$ cat src/rtl/master_spi4nano.sv
`default_nettype none
// ============================================================================
// Module      : master_spi4nano
// Description : SPI master (mode 0, MSB first) for the Nano programming port.
//               Sends one 40-bit frame {cmd, addr, data} per request and
//               captures the last 16 MISO bits for read operations.
//               Optional macro NANO_SPIM_ERR_EN adds a sticky 'err' output
//               that flags any start seen while busy.
// Revision    : 1.0 - initial release
// ============================================================================
module master_spi4nano #(
    parameter int DIV     = 4,
    parameter int GAP_CYC = 8
) (
    input  logic        CLK,
    input  logic        RST,
    input  logic        start,
    input  logic [1:0]  op,
    input  logic [11:0] addr,
    input  logic [15:0] wdata,
    output logic        busy,
    output logic        done,
    output logic [15:0] rdata,
    output logic        SPI_CS,
    output logic        SPI_SCK,
    output logic        SPI_MOSI,
    input  logic        SPI_MISO
`ifdef NANO_SPIM_ERR_EN
    ,
    output logic        err
`endif
);

    localparam int CW = $clog2(DIV) + 1;
    localparam int GW = $clog2(GAP_CYC) + 1;
    localparam logic [CW-1:0] C_HMAX = CW'(DIV - 1);
    localparam logic [GW-1:0] C_GMAX = GW'(GAP_CYC - 1);

    typedef enum logic [2:0] {
        S_IDLE  = 3'd0,
        S_SETUP = 3'd1,
        S_SHIFT = 3'd2,
        S_HOLD  = 3'd3,
        S_GAP   = 3'd4
    } state_t;

    state_t        state_q, state_d;
    logic [CW-1:0] hcnt_q, hcnt_d;
    logic [GW-1:0] gcnt_q, gcnt_d;
    logic [5:0]    bit_q, bit_d;
    logic          last_q, last_d;
    logic [39:0]   shreg_q, shreg_d;
    logic [15:0]   rx_q, rx_d;
    logic [1:0]    op_q, op_d;
    logic [15:0]   rdata_q, rdata_d;
    logic          busy_q, busy_d;
    logic          done_q, done_d;
    logic          cs_q, cs_d;
    logic          sck_q, sck_d;
    logic [15:0]   w_data_field;

    // Data field placed on MOSI: full word for data writes, low byte for code writes, zeros for reads
    always_comb begin
        case (op)
            2'b10:   w_data_field = wdata;
            2'b00:   w_data_field = {8'h00, wdata[7:0]};
            default: w_data_field = 16'h0000;
        endcase
    end

    // Next-state and output logic of the frame sequencer
    always_comb begin
        state_d = state_q;
        hcnt_d  = hcnt_q;
        gcnt_d  = gcnt_q;
        bit_d   = bit_q;
        last_d  = last_q;
        shreg_d = shreg_q;
        rx_d    = rx_q;
        op_d    = op_q;
        rdata_d = rdata_q;
        busy_d  = busy_q;
        done_d  = 1'b0;
        cs_d    = cs_q;
        sck_d   = sck_q;
        case (state_q)
            S_IDLE: begin
                if (start) begin
                    state_d = S_SETUP;
                    shreg_d = {op, 6'b0, 4'b0, addr, w_data_field};
                    op_d    = op;
                    cs_d    = 1'b0;
                    busy_d  = 1'b1;
                    hcnt_d  = '0;
                    bit_d   = '0;
                    last_d  = 1'b0;
                end
            end
            S_SETUP: begin
                if (hcnt_q == C_HMAX) begin
                    // first rising SCK edge; slave already presents bit 39
                    hcnt_d  = '0;
                    sck_d   = 1'b1;
                    rx_d    = {rx_q[14:0], SPI_MISO};
                    state_d = S_SHIFT;
                end else begin
                    hcnt_d = hcnt_q + CW'(1);
                end
            end
            S_SHIFT: begin
                if (hcnt_q == C_HMAX) begin
                    hcnt_d = '0;
                    if (sck_q) begin
                        sck_d = 1'b0;
                        if (bit_q == 6'd39) begin
                            // last bit stays on MOSI through the final low phase and HOLD
                            last_d = 1'b1;
                        end else begin
                            bit_d   = bit_q + 6'd1;
                            shreg_d = {shreg_q[38:0], 1'b0};
                        end
                    end else if (last_q) begin
                        state_d = S_HOLD;
                    end else begin
                        sck_d = 1'b1;
                        rx_d  = {rx_q[14:0], SPI_MISO};
                    end
                end else begin
                    hcnt_d = hcnt_q + CW'(1);
                end
            end
            S_HOLD: begin
                if (hcnt_q == C_HMAX) begin
                    hcnt_d  = '0;
                    gcnt_d  = '0;
                    cs_d    = 1'b1;
                    done_d  = 1'b1;
                    shreg_d = '0;
                    state_d = S_GAP;
                    if (op_q[0]) begin
                        rdata_d = op_q[1] ? rx_q : {8'h00, rx_q[7:0]};
                    end
                end else begin
                    hcnt_d = hcnt_q + CW'(1);
                end
            end
            S_GAP: begin
                if (gcnt_q == C_GMAX) begin
                    busy_d  = 1'b0;
                    state_d = S_IDLE;
                end else begin
                    gcnt_d = gcnt_q + GW'(1);
                end
            end
            default: begin
                state_d = S_IDLE;
                cs_d    = 1'b1;
                sck_d   = 1'b0;
                busy_d  = 1'b0;
                shreg_d = '0;
            end
        endcase
    end

    // State and datapath registers with synchronous reset
    always_ff @(posedge CLK) begin
        if (RST) begin
            state_q <= S_IDLE;
            hcnt_q  <= '0;
            gcnt_q  <= '0;
            bit_q   <= '0;
            last_q  <= 1'b0;
            shreg_q <= '0;
            rx_q    <= '0;
            op_q    <= '0;
            rdata_q <= '0;
            busy_q  <= 1'b0;
            done_q  <= 1'b0;
            cs_q    <= 1'b1;
            sck_q   <= 1'b0;
        end else begin
            state_q <= state_d;
            hcnt_q  <= hcnt_d;
            gcnt_q  <= gcnt_d;
            bit_q   <= bit_d;
            last_q  <= last_d;
            shreg_q <= shreg_d;
            rx_q    <= rx_d;
            op_q    <= op_d;
            rdata_q <= rdata_d;
            busy_q  <= busy_d;
            done_q  <= done_d;
            cs_q    <= cs_d;
            sck_q   <= sck_d;
        end
    end

`ifdef NANO_SPIM_ERR_EN
    logic err_q, err_d;

    // Sticky flag for requests arriving while a frame or gap is in progress
    always_comb begin
        err_d = err_q | (start & busy_q);
    end

    // Error flag register, cleared only by reset
    always_ff @(posedge CLK) begin
        if (RST) begin
            err_q <= 1'b0;
        end else begin
            err_q <= err_d;
        end
    end

    assign err = err_q;
`endif

    assign busy     = busy_q;
    assign done     = done_q;
    assign rdata    = rdata_q;
    assign SPI_CS   = cs_q;
    assign SPI_SCK  = sck_q;
    assign SPI_MOSI = shreg_q[39];

endmodule
`default_nettype wire

$ cat config.mk
export PLATFORM = sky130hd
export DESIGN_NAME = master_spi4nano
export DESIGN_NICKNAME = d
export VERILOG_FILES = /design/src/rtl/master_spi4nano.sv
export SDC_FILE = /design/constraint.sdc
export NUM_CORES = 1
export LEC_CHECK = 0
export CAP_MARGIN = 20
export CORE_ASPECT_RATIO = 1.75
export CORE_MARGIN = 2
export CORE_UTILIZATION = 40
export CTS_CLUSTER_SIZE = 40
export DETAILED_ROUTE_END_ITERATION = 8
export RECOVER_POWER = 100
export SYNTH_ARGS = -nofsm -noshare
export SYNTH_HDL_FRONTEND = slang
export SYNTH_SLANG_ARGS = --single-unit
$ cat constraint.sdc
create_clock -name CLK -period 2.05 [get_ports CLK]
set_input_delay 0.41 -clock CLK [delete_from_list [all_inputs] [get_ports CLK]]
set_output_delay 0.41 -clock CLK [all_outputs]
set_load 0.01 [all_outputs]
**Word-level counts from Yosys, hierarchy flattened**

Cells that the tools add are included.

- Bits in registers: 95
- Input port bits: 34
- Output and inout port bits: 21
- Word-level logic and storage cells: 111

- Add/subtract/negate cells: 3
- Eq/ne operators: 20
- Mux-type cells: 47
- Bitwise logic cells: 5
- Reduce and logical (&&, ||, !) cells: 23

Operator list:

| cell | count |
|---|---|
| $mux 40 | 5 |
| $pmux 40 s4 | 1 |
| $mux 16 | 5 |
| $pmux 16 s2 | 2 |
| $mux 3 | 9 |
| $mux 6 | 4 |
| $ne 2x2->1 const B | 12 |
| $pmux 3 s5 | 1 |
| $reduce_and 3->1 | 5 |
| $reduce_and 5->1 | 3 |
| $pmux 6 s2 | 1 |
| $mux 1 | 11 |
| $eq 3x2->1 const B | 3 |
| $pmux 1 s3 | 3 |
| $reduce_or 3->1 | 3 |
| $mux 4 | 2 |
| $pmux 4 s2 | 1 |
| $reduce_bool 2->1 | 4 |
| $reduce_and 7->1 | 1 |
| $add 6x1->6 const B | 1 |
| $eq 6x6->1 const B | 1 |
| $pmux 3 s2 | 1 |
| $reduce_and 6->1 | 1 |
| $not 1->1 | 5 |
| other kinds (11) | 13 |

**Depth between registers and ports, before layout**

Gate-level depths: netlist of run 1.

- Depth after elaboration: 5
- Gate-level depth with buffers: 8
- Depth with buffers taken out: 5

**Least setup slack after synthesis of run 1**

OpenSTA, ideal clock, no wires.

- Kind: register to register
- Start: register hcnt_q[0]
- End: register shreg_q[37]
- Setup time: 116 ps
- Arrival: 1,593 ps
- Data required time: 1,934 ps
- Path slack: 341 ps
- Stages on the path, launching flop included: 9
- Path buffers: 3
- Period minus slack after synthesis: 1,709 ps
- Path through: dfxtp_1 > ha_1 > and2b_1 > buf_4 > o21ai_2 > a22o_1 > buf_2 > buf_6 > a31o_1

- Longest elaborated chain between the ends: 3
- Elaborated cells on any way between the ends: 4
- Those cells by class: 3 x eq/ne; 1 x reduce/logical

RTL lines:

| item | RTL line | source |
|---|---|---|
| start, declared | 48 | `logic [CW-1:0] hcnt_q, hcnt_d;` |
| start signal, assigned | 183 | `hcnt_q <= hcnt_d;` |
| $eq 3x2->1 (*) | 111, 133 |  |
| $ne 2x2->1 (no line) | -- |  |
| $reduce_and 6->1 (no line) (*) | -- |  |
| end signal, assigned | 187 | `shreg_q <= shreg_d;` |
| end, declared | 52 | `logic [39:0] shreg_q, shreg_d;` |

Every way passes the cells marked *; elsewhere a longest branch is shown, timed or not.
A chain may end at the register's enable or synchronous reset.

**Worst setup path after layout of run 1**

- Start: register sck_q, in the netlist SPI_SCK
- End: output SPI_SCK

RTL lines:

| item | RTL line | source |
|---|---|---|
| start, declared | 59 | `logic sck_q, sck_d;` |
| start signal, assigned | 194 | `sck_q <= sck_d;` |
| end, declared | 25 | `output logic SPI_SCK,` |

No word-level cell between the ends.

==> results of run 1 <==
[cell type report]
| class | count | area (sq um) |
|---|---|---|
| Fill cell | 1050 | 5355 |
| Multi-Input combinational cell | 331 | 2175 |
| Sequential cell | 95 | 1902 |
| Timing Repair Buffer | 81 | 743.2 |
| Clock buffer | 9 | 225.2 |
| Tap cell | 130 | 162.7 |
| Clock inverter | 7 | 57.56 |
| Inverter | 4 | 15.01 |
[layer usage]
| layer | vias to the layer above | track usage | wire length [um] |
|---|---|---|---|
| met5 | - | 0 | 0 |
| met4 | 0 | 0.08283 | 245 |
| met3 | 16 | 0.03753 | 354 |
| met2 | 81 | 0.2907 | 4797 |
| met1 | 1656 | 0.1855 | 3836 |
| li1 | 1759 | - | - |
[report_power, final]
group	internal (mW)	switching [mW]	total (mW)
combinational	0.202	0.207	0.409
clock	0.837	0.742	1.58
sequential	1.90	0.0374	1.93
total	2.93	0.986	3.92
[synth_stat cells, types with 4 or more instances]
cell type | instances | area share
dfxtp_1 | 95 | 0.44
a21oi_1 | 28 | 0.032
o22ai_1 | 9 | 0.013
clkbuf_1 | 15 | 0.013
buf_2 | 7 | 0.0081
nor2_1 | 26 | 0.023
mux2i_1 | 48 | 0.11
a22o_1 | 8 | 0.016
inv_1 | 4 | 0.0035
a32o_1 | 8 | 0.019
nand4_1 | 5 | 0.0072
nor2b_1 | 4 | 0.0058
nand2_1 | 104 | 0.090
buf_6 | 5 | 0.013
buf_4 | 7 | 0.012
mux2_2 | 14 | 0.036
o21ai_0 | 4 | 0.0046
nand3_1 | 13 | 0.015
[state kept, by name, indices dropped and copies added, names as in the netlist]
register	count
SPI_CS	1
rdata	16
bit_q	6
rx_q	16
gcnt_q	4
done	1
hcnt_q	3
SPI_SCK	1
shreg_q	40
last_q	1
busy	1
state_q	3
op_q	2
[per-stage QoR]
| stage | power [mW] | cells | setup slack, ps |
|---|---|---|---|
| 6_report | 3.920 | 657 | 136.1 |
| 5_1_grt | 4.080 | 657 | 37.03 |
| 4_1_cts | 3.991 | 657 | 117.8 |
| 3_5_place_dp | 2.405 | 641 | 44.51 |
| 3_3_place_gp | 2.398 | 641 | 75.92 |
| 2_1_floorplan | 2.234 | 466 | 341.3 |
[cells by family (layout without fill, tap and decap cells)]
family / Yosys count / count (layout) / share of synthesized area
and+or+nand+nor: 182 / 182 / 0.2056
DFF: 95 / 95 / 0.4401
AOI/OAI and AO/OA: 82 / 82 / 0.1419
adders and majority gates: 3 / 3 / 0.008687
muxes: 63 / 63 / 0.1503
xor gates and xnor gates: 1 / 1 / 0.002027
buffers and inverters: 40 / 101 / 0.05153
[layout by cell type (no fill, tap or decap), drive strengths merged, types with 2 or more instances in the layout]
cell and instances:
ha 3, nand3 13, mux2i 48, nor3 5
a22oi 2, nor4 3, a31o 3, a21oi 28
o211ai 2, a21o 2, nor2b 4, nand3b 3
dlygate4sd3 21, a41o 3, nor2 26, mux2 15
nand2 105, inv 5, a311oi 2, and2 3
a22o 8, clkinvlp 2, o22ai 9, a32o 8
dfxtp 95, clkinv 4, o21ai 6, nand2b 3
nor3b 3, clkbuf 16, buf 21, nand4 5
o41ai 2, clkdlybuf4s50 32
[path summary, 6_finish.rpt]
path                       to  startpoint
hold reg to reg      rdata[9]    rdata[9]
setup / recovery      SPI_SCK     SPI_SCK
hold / removal       rdata[9]    rdata[9]
setup reg to reg  shreg_q[27]  state_q[0]
[worst register-to-register path, delay by kind of cell (launching register included)]
kind / cells / cell delay (ps)
simple gates: 1 / 100
compound gates: 1 / 170
buf+inv: 3 / 790
flops: 1 / 560
mux: 1 / 230
==> metrics list, run 1 <==
* CTS tree: yes
- The slowest stage of the critical path belongs to the cell dlygate4sd3_1.
- The detailed router placed 3,512 vias in this run.
- Share of the clock period used by the worst path: 0.9336
- Total overflow reported by the global router: 0
- In this run the deepest clock path goes through 2 buffers.
- Post-synth net total: 503
- Fin. Hold Viols: 0
- STA classifies the critical path startpoint as a register.
* Final Critical Period: 1914 ps
- Proportion of layout cells with a drive suffix above 1: 0.1328
* Total length of routed wires: 9233 um
- Compared with the post-synthesis result, the final layout area differs by 22.18%.
- For the pin with the worst max-slew slack, the measured transition is 719.5 ps.
- Routed wire length per instance: 14.05 um
* Summed negative setup slack over all endpoints: 0 ps
* Clk_lat worst skew: 340 ps
* Half-perimeter wire length after detailed placement: 6527 um
- First-pass iteration count of the detailed router: 4
- Overall die height: 141.5 um
- In this run the number of cells on the critical path is 1.
- In this run the horizontal extent of the chip is 82.58 um.
* Leakage power: 2.139 nW
* Post-synthesis cell area: 4322 sq um
* # Post-CTS Setup Buffers: 0
* Count of buffers inserted at the top-level ports: 54
* IR Drop Worst-Case VDD: 0.0005340 V
- TritonCTS created 9 clock buffers.
- For this design the ratio of total power to cell area is 742.3 nW/um^2.
* Ports placed on the boundary: 55
* Reg2reg setup slack: 140 ps
- Final ANT Viol Nets: 0
* Final number of max-transition violations: 0
- Mean cell area of the mapped netlist: 9.274 sq um
- After the last flow step, the layout net total stands at 559.
* Number of design-rule violations left by the first detailed-router iteration: 129
- In this run, synthesis inferred 0 flip-flops with an integrated enable.
- Maximum number of pins on one net before global-route repair: 50
* Sequential fraction of the synthesis area: 0.4401
- Cells traversed along the worst timing path: dlygate4sd3_1
- Number of levels the H-tree was split into: 3
- Rel. slew slack: 0.5180
* Final Util: 0.4965
* Number of buffers and inverters on the critical path: 1
- Family with the most delay on the worst path: buffers and inverters
- Die outline area: 11,680 sq um
* Arrival time reported for the critical path endpoint: 1500 ps
- The worst setup path is of the reg -> out kind.
* DRC Markers: 0
- CP Capture Type: output port
* Clk slew on worst S/H paths: 70 ps
- Floorplan row count: 50
- The tightest hold path in the finished design has a slack of 450.6 ps.
* Outcome: finished clean
- In the global route stage, overall resource usage came out at 0.1672.
* Predominant post-synthesis flop cell: dfxtp_1
- Global-route wire length before repair: 15,410 um
- The number of cells on the worst reg-to-reg path is 6.
- The netlist uses 65 different library cells.
* Max-cap check violation count: 0
- In this run, synthesis produced a sequential element count of 95.
- Setup violations remaining at the end of the flow were counted as 0.
- For this run, the slowest stage of the critical path takes 650 ps.
- Worst clock skew: 4.760 ps
- CP required: 1640 ps
- Share of flip-flops with an asynchronous set or reset after synthesis: 0
- Via-to-Cell Ratio: 5.346
* Number of clock sinks seen by CTS: 95
- The initial utilization of the core area, before any placement, comes to 0.4064.
- Maximum net fanout on the critical path: 7
- Final standard cell area without fillers: 5280 sq um
* Class of the tightest hold or removal check: reg -> reg
- Placer's final routability congestion estimate: 0.8234
- Derived from the worst setup path, the maximum achievable clock frequency is 0.5225 GHz.
* Setup repair after global routing missed its margin: false
- In this run, post-CTS hold repair placed 0 buffers.
* Number of synthesis warnings: 0
* Initial antenna violation count: 0
- Gate Count Post-Synth: 466
- The cell sitting at the root of the clock tree is a clkbuf_16.
- Vias in the first global route: 3,397
* ANT cells: 0
- Summing all placed instances gives a cell area of 5054 sq um.
* Number of cells traversed by the worst hold path: 2
- The region available for standard cell placement spans 10,640 sq um.
* Count of cells resized by post-cts repair: 0
Power figures use the tool's default switching activity.
==> run 2: changes to the inputs <==
--- a/config.mk
+++ b/config.mk
@@ -11,7 +11,8 @@
 export CORE_UTILIZATION = 40
 export CTS_CLUSTER_SIZE = 40
 export DETAILED_ROUTE_END_ITERATION = 8
-export RECOVER_POWER = 100
+export MAX_ROUTING_LAYER = met4
+export RECOVER_POWER = 50
 export SYNTH_ARGS = -nofsm -noshare
 export SYNTH_HDL_FRONTEND = slang
 export SYNTH_SLANG_ARGS = --single-unit
==> metrics list, run 2 (synthesis results as in run 1) <==
- Clock-pin slew was measured on the worst setup and hold paths at 70 ps.
- Final Critical Period: 1907 ps
- Leaving out fill and tap cells, the most frequent cell in the layout is nand2_1.
- Maximum number of pins on one net before global-route repair: 50
- 55 I/O pins were placed.
- The analysis attributes to net switching a power of 0.9929 mW.
- Outcome: finished clean
- TritonCTS created 9 clock buffers.
- Hold slack: 449.9 ps
* CP Capture Type: register
* Leakage power: 2.146 nW
- Placer's final routability congestion estimate: 0.8359
- Walking the worst path, the cells encountered are clkbuf_1, nor3b_2, buf_4, a22oi_1, clkbuf_1, mux2i_1.
- For the worst-skew pair, the clock arrives at the later sink with an insertion delay of 340 ps.
- Die outline area: 11,680 sq um
- First-pass iteration count of the detailed router: 4
- CP required: 2320 ps
* Final ANT Viol Nets: 0
* DR vias: 3,510
* DRC Markers: 0
* Final number of max-transition violations: 0
- The kind of cell with the highest combined delay along the critical path is buffers and inverters.
- Total Routing Usage GR: 0.1718
- Clock share of power: 0.403
- Of the total power, registers draw 0.491.
- From bottom edge to top edge, the die measures 141.5 um.
- Vias in the first global route: 3,382
- Number of filler instances in the final layout: 1,045
- Actual slew at the worst max-slew pin: 699.7 ps
- Count of final setup violators: 0
- CTS built an H-tree with a depth of 3.
- Crit-path most repeated cell: clkbuf_1
* PD cells: 742.0 nW/um^2
* Setup repair after global routing missed its margin: false
* Hold-fix buffers at CTS: 0
- Number of buffers and inverters on the critical path: 3
- Clock Tree Root: clkbuf_16
* Crit-path slowest cell: dfxtp_1
* Total overflow reported by the global router: 0
- Commonest cells after routing, fill and taps aside: nand2_1 (104), dfxtp_1 (95), mux2i_1 (48)
- Summed negative setup slack over all endpoints: 0 ps
- # nets final: 559
- Of the available clock period, the critical path in the final layout requires 0.9302.
- Register containing the most flip-flops in the final layout: shreg_q
* Maximum net fanout on the critical path: 10
* Class of the tightest hold or removal check: reg -> reg
- For this run, the slowest stage of the critical path takes 560 ps.
* Maximum clock insertion buffer count: 2
- Initial antenna violation count: 0
- Global-route wire length before repair: 15,410 um
- After detailed placement, the total cell area comes to 5054 sq um.
* Area grow syn2layout: 22.61%
- The worst-case IR drop observed on VDD is 0.0005350 V.
- Routed wire length per instance: 13.98 um
- The number of antenna diodes in the final layout is 0.
- Summing all multi-input logic gate instances after layout gives 2182 sq um.
- Total length of routed wires: 9183 um
- Part of the total power dissipated in combinational logic: 0.106
- Highest Clock Rate: 0.5244 GHz
- Switching Share: 0.2525
* Core outline area: 10,640 sq um
* Critical path class: reg -> reg
- Via-to-Cell Ratio: 5.342
* Fin. Hold Viols: 0
- Number of clock sinks seen by CTS: 95
- With fillers left out, the area of the finished cells amounts to 5299 sq um.
* CTS tree: yes
- For the final database, setup skew stands at 6.374 ps.
- Max-cap check violation count: 0
- Data on the critical path arrives at its endpoint at 2180 ps.
- The floorplan has 50 rows.
* Rel. slew slack: 0.5313
- The first routing iteration left 168 violations.
- Starting density of the core: 0.4064
- Flip-flop and latch area: 1902 sq um
* Cell-internal power: 2.939 mW
- The worst setup path is launched from a register.
* Count of buffers inserted at the top-level ports: 54
- Width of the die: 82.58 um
- In the final layout, the share of cells above drive strength 1 is 0.1347.
- Number of flip-flops under the largest register name: 40
* Half-perimeter wire length after detailed placement: 6527 um
-- run 2: changes by cell type in the layout (fill, tap and decap cells not counted), sizes merged --
| cell | before | now |
|---|---|---|
| buf | 21 | 22 |
| clkbuf | 16 | 15 |
| clkdlybuf4s50 | 32 | 33 |
| dlygate4sd3 | 21 | 20 |
-- run 2: cell type report --
cell class | instances | area share
clock buffer | 9 | 0.04250
clock inverter | 7 | 0.01086
inverter | 4 | 0.002834
multi-input combinational | 331 | 0.4118
sequential | 95 | 0.3589
tap | 130 | 0.03070
timing repair buffer | 81 | 0.1424
-- run 2: per-stage QoR --
stage / std cells / power (mW) / worst slack, ps / utilization
after floorplan: 466 / 2.234 / 341.3 / -
after global placement: 641 / 2.398 / 75.92 / 0.4752
after global routing: 657 / 4.088 / 41.04 / 0.4982
after CTS: 657 / 3.991 / 117.8 / 0.5018
final: 657 / 3.932 / 143.1 / 0.4982
after detailed placement: 641 / 2.405 / 44.51 / 0.4752
-- run 2: routing by layer --
| metal | GRT usage | up-vias | routed length [um] |
|---|---|---|---|
| met2 | 0.2907 | 77 | 4757 |
| met1 | 0.1863 | 1655 | 3855 |
| met4 | 0.07765 | 0 | 248 |
| met5 | - | - | 0 |
| met3 | 0.04008 | 19 | 322 |
| li1 | - | 1759 | - |
-- run 2: worst min-delay path, delay by kind of cell, from the launching register on --
family,cells,cell delay [ps]
flops,1,310
simple gates,1,50
compound gates,1,50
-- run 2: power groups by stage --
stage	sequential (mW)	clock, mW	combinational [mW]
6_report	1.93	1.58	0.415
5_1_grt	1.94	1.70	0.452
4_1_cts	1.93	1.63	0.432
3_5_place_dp	1.97	0	0.430
3_3_place_gp	1.97	0	0.425
2_1_floorplan	1.96	0	0.276
-- run 2: what timing repair did --
item	in CTS	in global routing
buffers inserted	0	0
resized for setup	0	1
endpoints found under the setup margin	0	16
-- run 2: final timing paths --
kind,cells after the start,slack [ps],to,start
min,2,450,rdata[9],rdata[9]
max,6,140,shreg_q[27],state_q[0]
min reg2reg,2,450,rdata[9],rdata[9]
max reg2reg,6,140,shreg_q[27],state_q[0]
==> run 3: changes to the inputs <==
--- a/config.mk
+++ b/config.mk
@@ -13,6 +13,7 @@
 export DETAILED_ROUTE_END_ITERATION = 8
 export MAX_ROUTING_LAYER = met4
 export RECOVER_POWER = 50
+export REMOVE_ABC_BUFFERS = 1
 export SYNTH_ARGS = -nofsm -noshare
 export SYNTH_HDL_FRONTEND = slang
 export SYNTH_SLANG_ARGS = --single-unit
==> metrics list, run 3 (synthesis results as in run 1) <==
* Hold-fix buffers at CTS: 0
- Setup total negative slack on the finished layout was measured at 0 ps.
- Number of clock buffers inserted by TritonCTS: 9
* Floorplan row count: 50
- Final WS setup: 115.3 ps
- Count of buffers inserted at the top-level ports: 54
* Area grow syn2layout: 22.81%
- Clk_lat worst skew: 340 ps
* # nets final: 559
- Via-to-Cell Ratio: 5.315
- CP required: 2280 ps
- Global-route wire length before repair: 15,340 um
- In this run the count of I/O pins placed on the die edge is 55.
* Overall die height: 141.5 um
- The flow ran to the end, and the final reports show no timing, DRC or antenna violations.
* Width of the die: 82.58 um
* Pre-CTS setup slack: 102.1 ps
* Number of clock sinks seen by CTS: 95
- Clock Tree Root: clkbuf_16
- Starting density of the core: 0.4064
- Count of cells resized by post-cts repair: 0
- Static timing analysis puts the maximum clock frequency at 0.5169 GHz.
* Share of the clock period used by the worst path: 0.9437
- Total Routing Usage GR: 0.1704
- Fin. Hold Viols: 0
- At the pin with the least slew margin, the transition time is 702.6 ps.
- The number of antenna diodes in the final layout is 0.
- DRC Markers: 0
- IR Drop Worst-Case VDD: 0.0004866 V
- The number of max-slew violations in the final report is 0.
- Detailed routing inserted a total of 3,492 vias.
* Arrival time reported for the critical path endpoint: 2160 ps
- Setup violations remaining at the end of the flow were counted as 0.
- # Post-CTS Setup Buffers: 0
* Half-perimeter wire length after detailed placement: 6657 um
- Fill cells in the final layout number 1,030.
- Maximum net fanout on the critical path: 20
* Maximum number of pins on one net before global-route repair: 49
- CTS tree: yes
- In this run the static leakage power is 2.147 nW.
- Clock-pin slew was measured on the worst setup and hold paths at 60 ps.
- Final Util: 0.4991
- Initial antenna violation count: 0
- Number of flip-flops under the largest register name: 40
- CP Capture Type: register
- Commonest non-fill, non-tap cell in the layout: nand2_1
* PD cells: 750.8 nW/um^2
* Final Critical Period: 1935 ps
- After detailed routing, the average wire length per cell comes to 14.13 um.
- Setup repair after global routing left no endpoint under its margin.
* Max-cap check violation count: 0
- Number of design-rule violations left by the first detailed-router iteration: 112
- Maximum clock insertion buffer count: 2
- For this run, the slowest stage of the critical path takes 480 ps.
* Rel. slew slack: 0.5294
- Startpoint kind of the worst setup timing path: register
* Core outline area: 10,640 sq um
- The setup path with the least slack is of type reg -> reg.
- At the end of routability-driven placement, the weighted congestion stood at 0.8471.
* Reg2reg setup slack: 120 ps
- Worst clock skew: 6.264 ps
* Final ANT Viol Nets: 0
* Die outline area: 11,680 sq um
* Total length of routed wires: 9282 um
- The first detailed-routing pass ran for 4 iterations.
- Traced cell by cell, the critical path runs through nor3b_4, o211ai_1, clkbuf_2, and4_1, a41o_1.
- Class of the tightest hold or removal check: in -> reg
* Proportion of layout cells with a drive suffix above 1: 0.1328
- Number of levels the H-tree was split into: 3
* Commonest cells after routing, fill and taps aside: nand2_1 (104), dfxtp_1 (95), mux2i_1 (48)
* Register containing the most flip-flops in the final layout: shreg_q
- Total power for the finished layout comes to 3.985 mW.
* Vias in the first global route: 3,341
- On the critical path, the stage with the largest delay is an instance of dfxtp_1.
- Total overflow reported by the global router: 0
## run 3: cell count changes in the layout (fill, tap and decap cells not counted), sizes merged
cell / delta
inv: -2
clkbuf: +2
clkinv: -1
bufinv: +1
## run 3: cell type report
class,instances,area [sq um],share of cell area
well taps,130,162.7,0.03065
clock inverters,5,58.81,0.01108
clock buffers,11,232.7,0.04385
flip-flops and latches,95,1902,0.3583
repair buffers,81,757.0,0.1426
inverters,4,15.01,0.002829
multi-input cells,331,2180,0.4107
## run 3: routing by layer
layer | part of all wire | global-route usage
met3 | 0.036 | 0.03499
met4 | 0.011 | 0.05867
met5 | 0 | -
met2 | 0.54 | 0.2878
met1 | 0.41 | 0.1967
## run 3: stage by stage
stage	instances	area (sq um)	hold WS [ps]
2_1_floorplan	430	4114	433.4
3_3_place_gp	641	5054	441.2
3_5_place_dp	641	5054	447.0
4_1_cts	657	5345	387.3
5_1_grt	657	5308	393.7
6_report	657	5308	385.8
## run 3: worst max-delay path, delay by kind of cell (launching register included)
kind,cells,cell delay [ps]
compound gates,2,340
buf+inv,1,300
flops,1,480
simple gates,2,700
## run 3: worst paths after layout
check,from,to,cells past startpoint
max,state_q[2],bit_q[1],5
min,RST,rdata[4],2
max reg2reg,state_q[2],bit_q[1],5
min reg2reg,rdata[5],rdata[5],2
## run 3: power by group
group	leakage [nW]	switching, mW	total [mW]	internal (mW)
logic	1.24	0.210	0.425	0.214
clock network	0.136	0.682	1.63	0.946
registers	0.769	0.0366	1.93	1.90
total	2.15	0.929	3.99	3.06
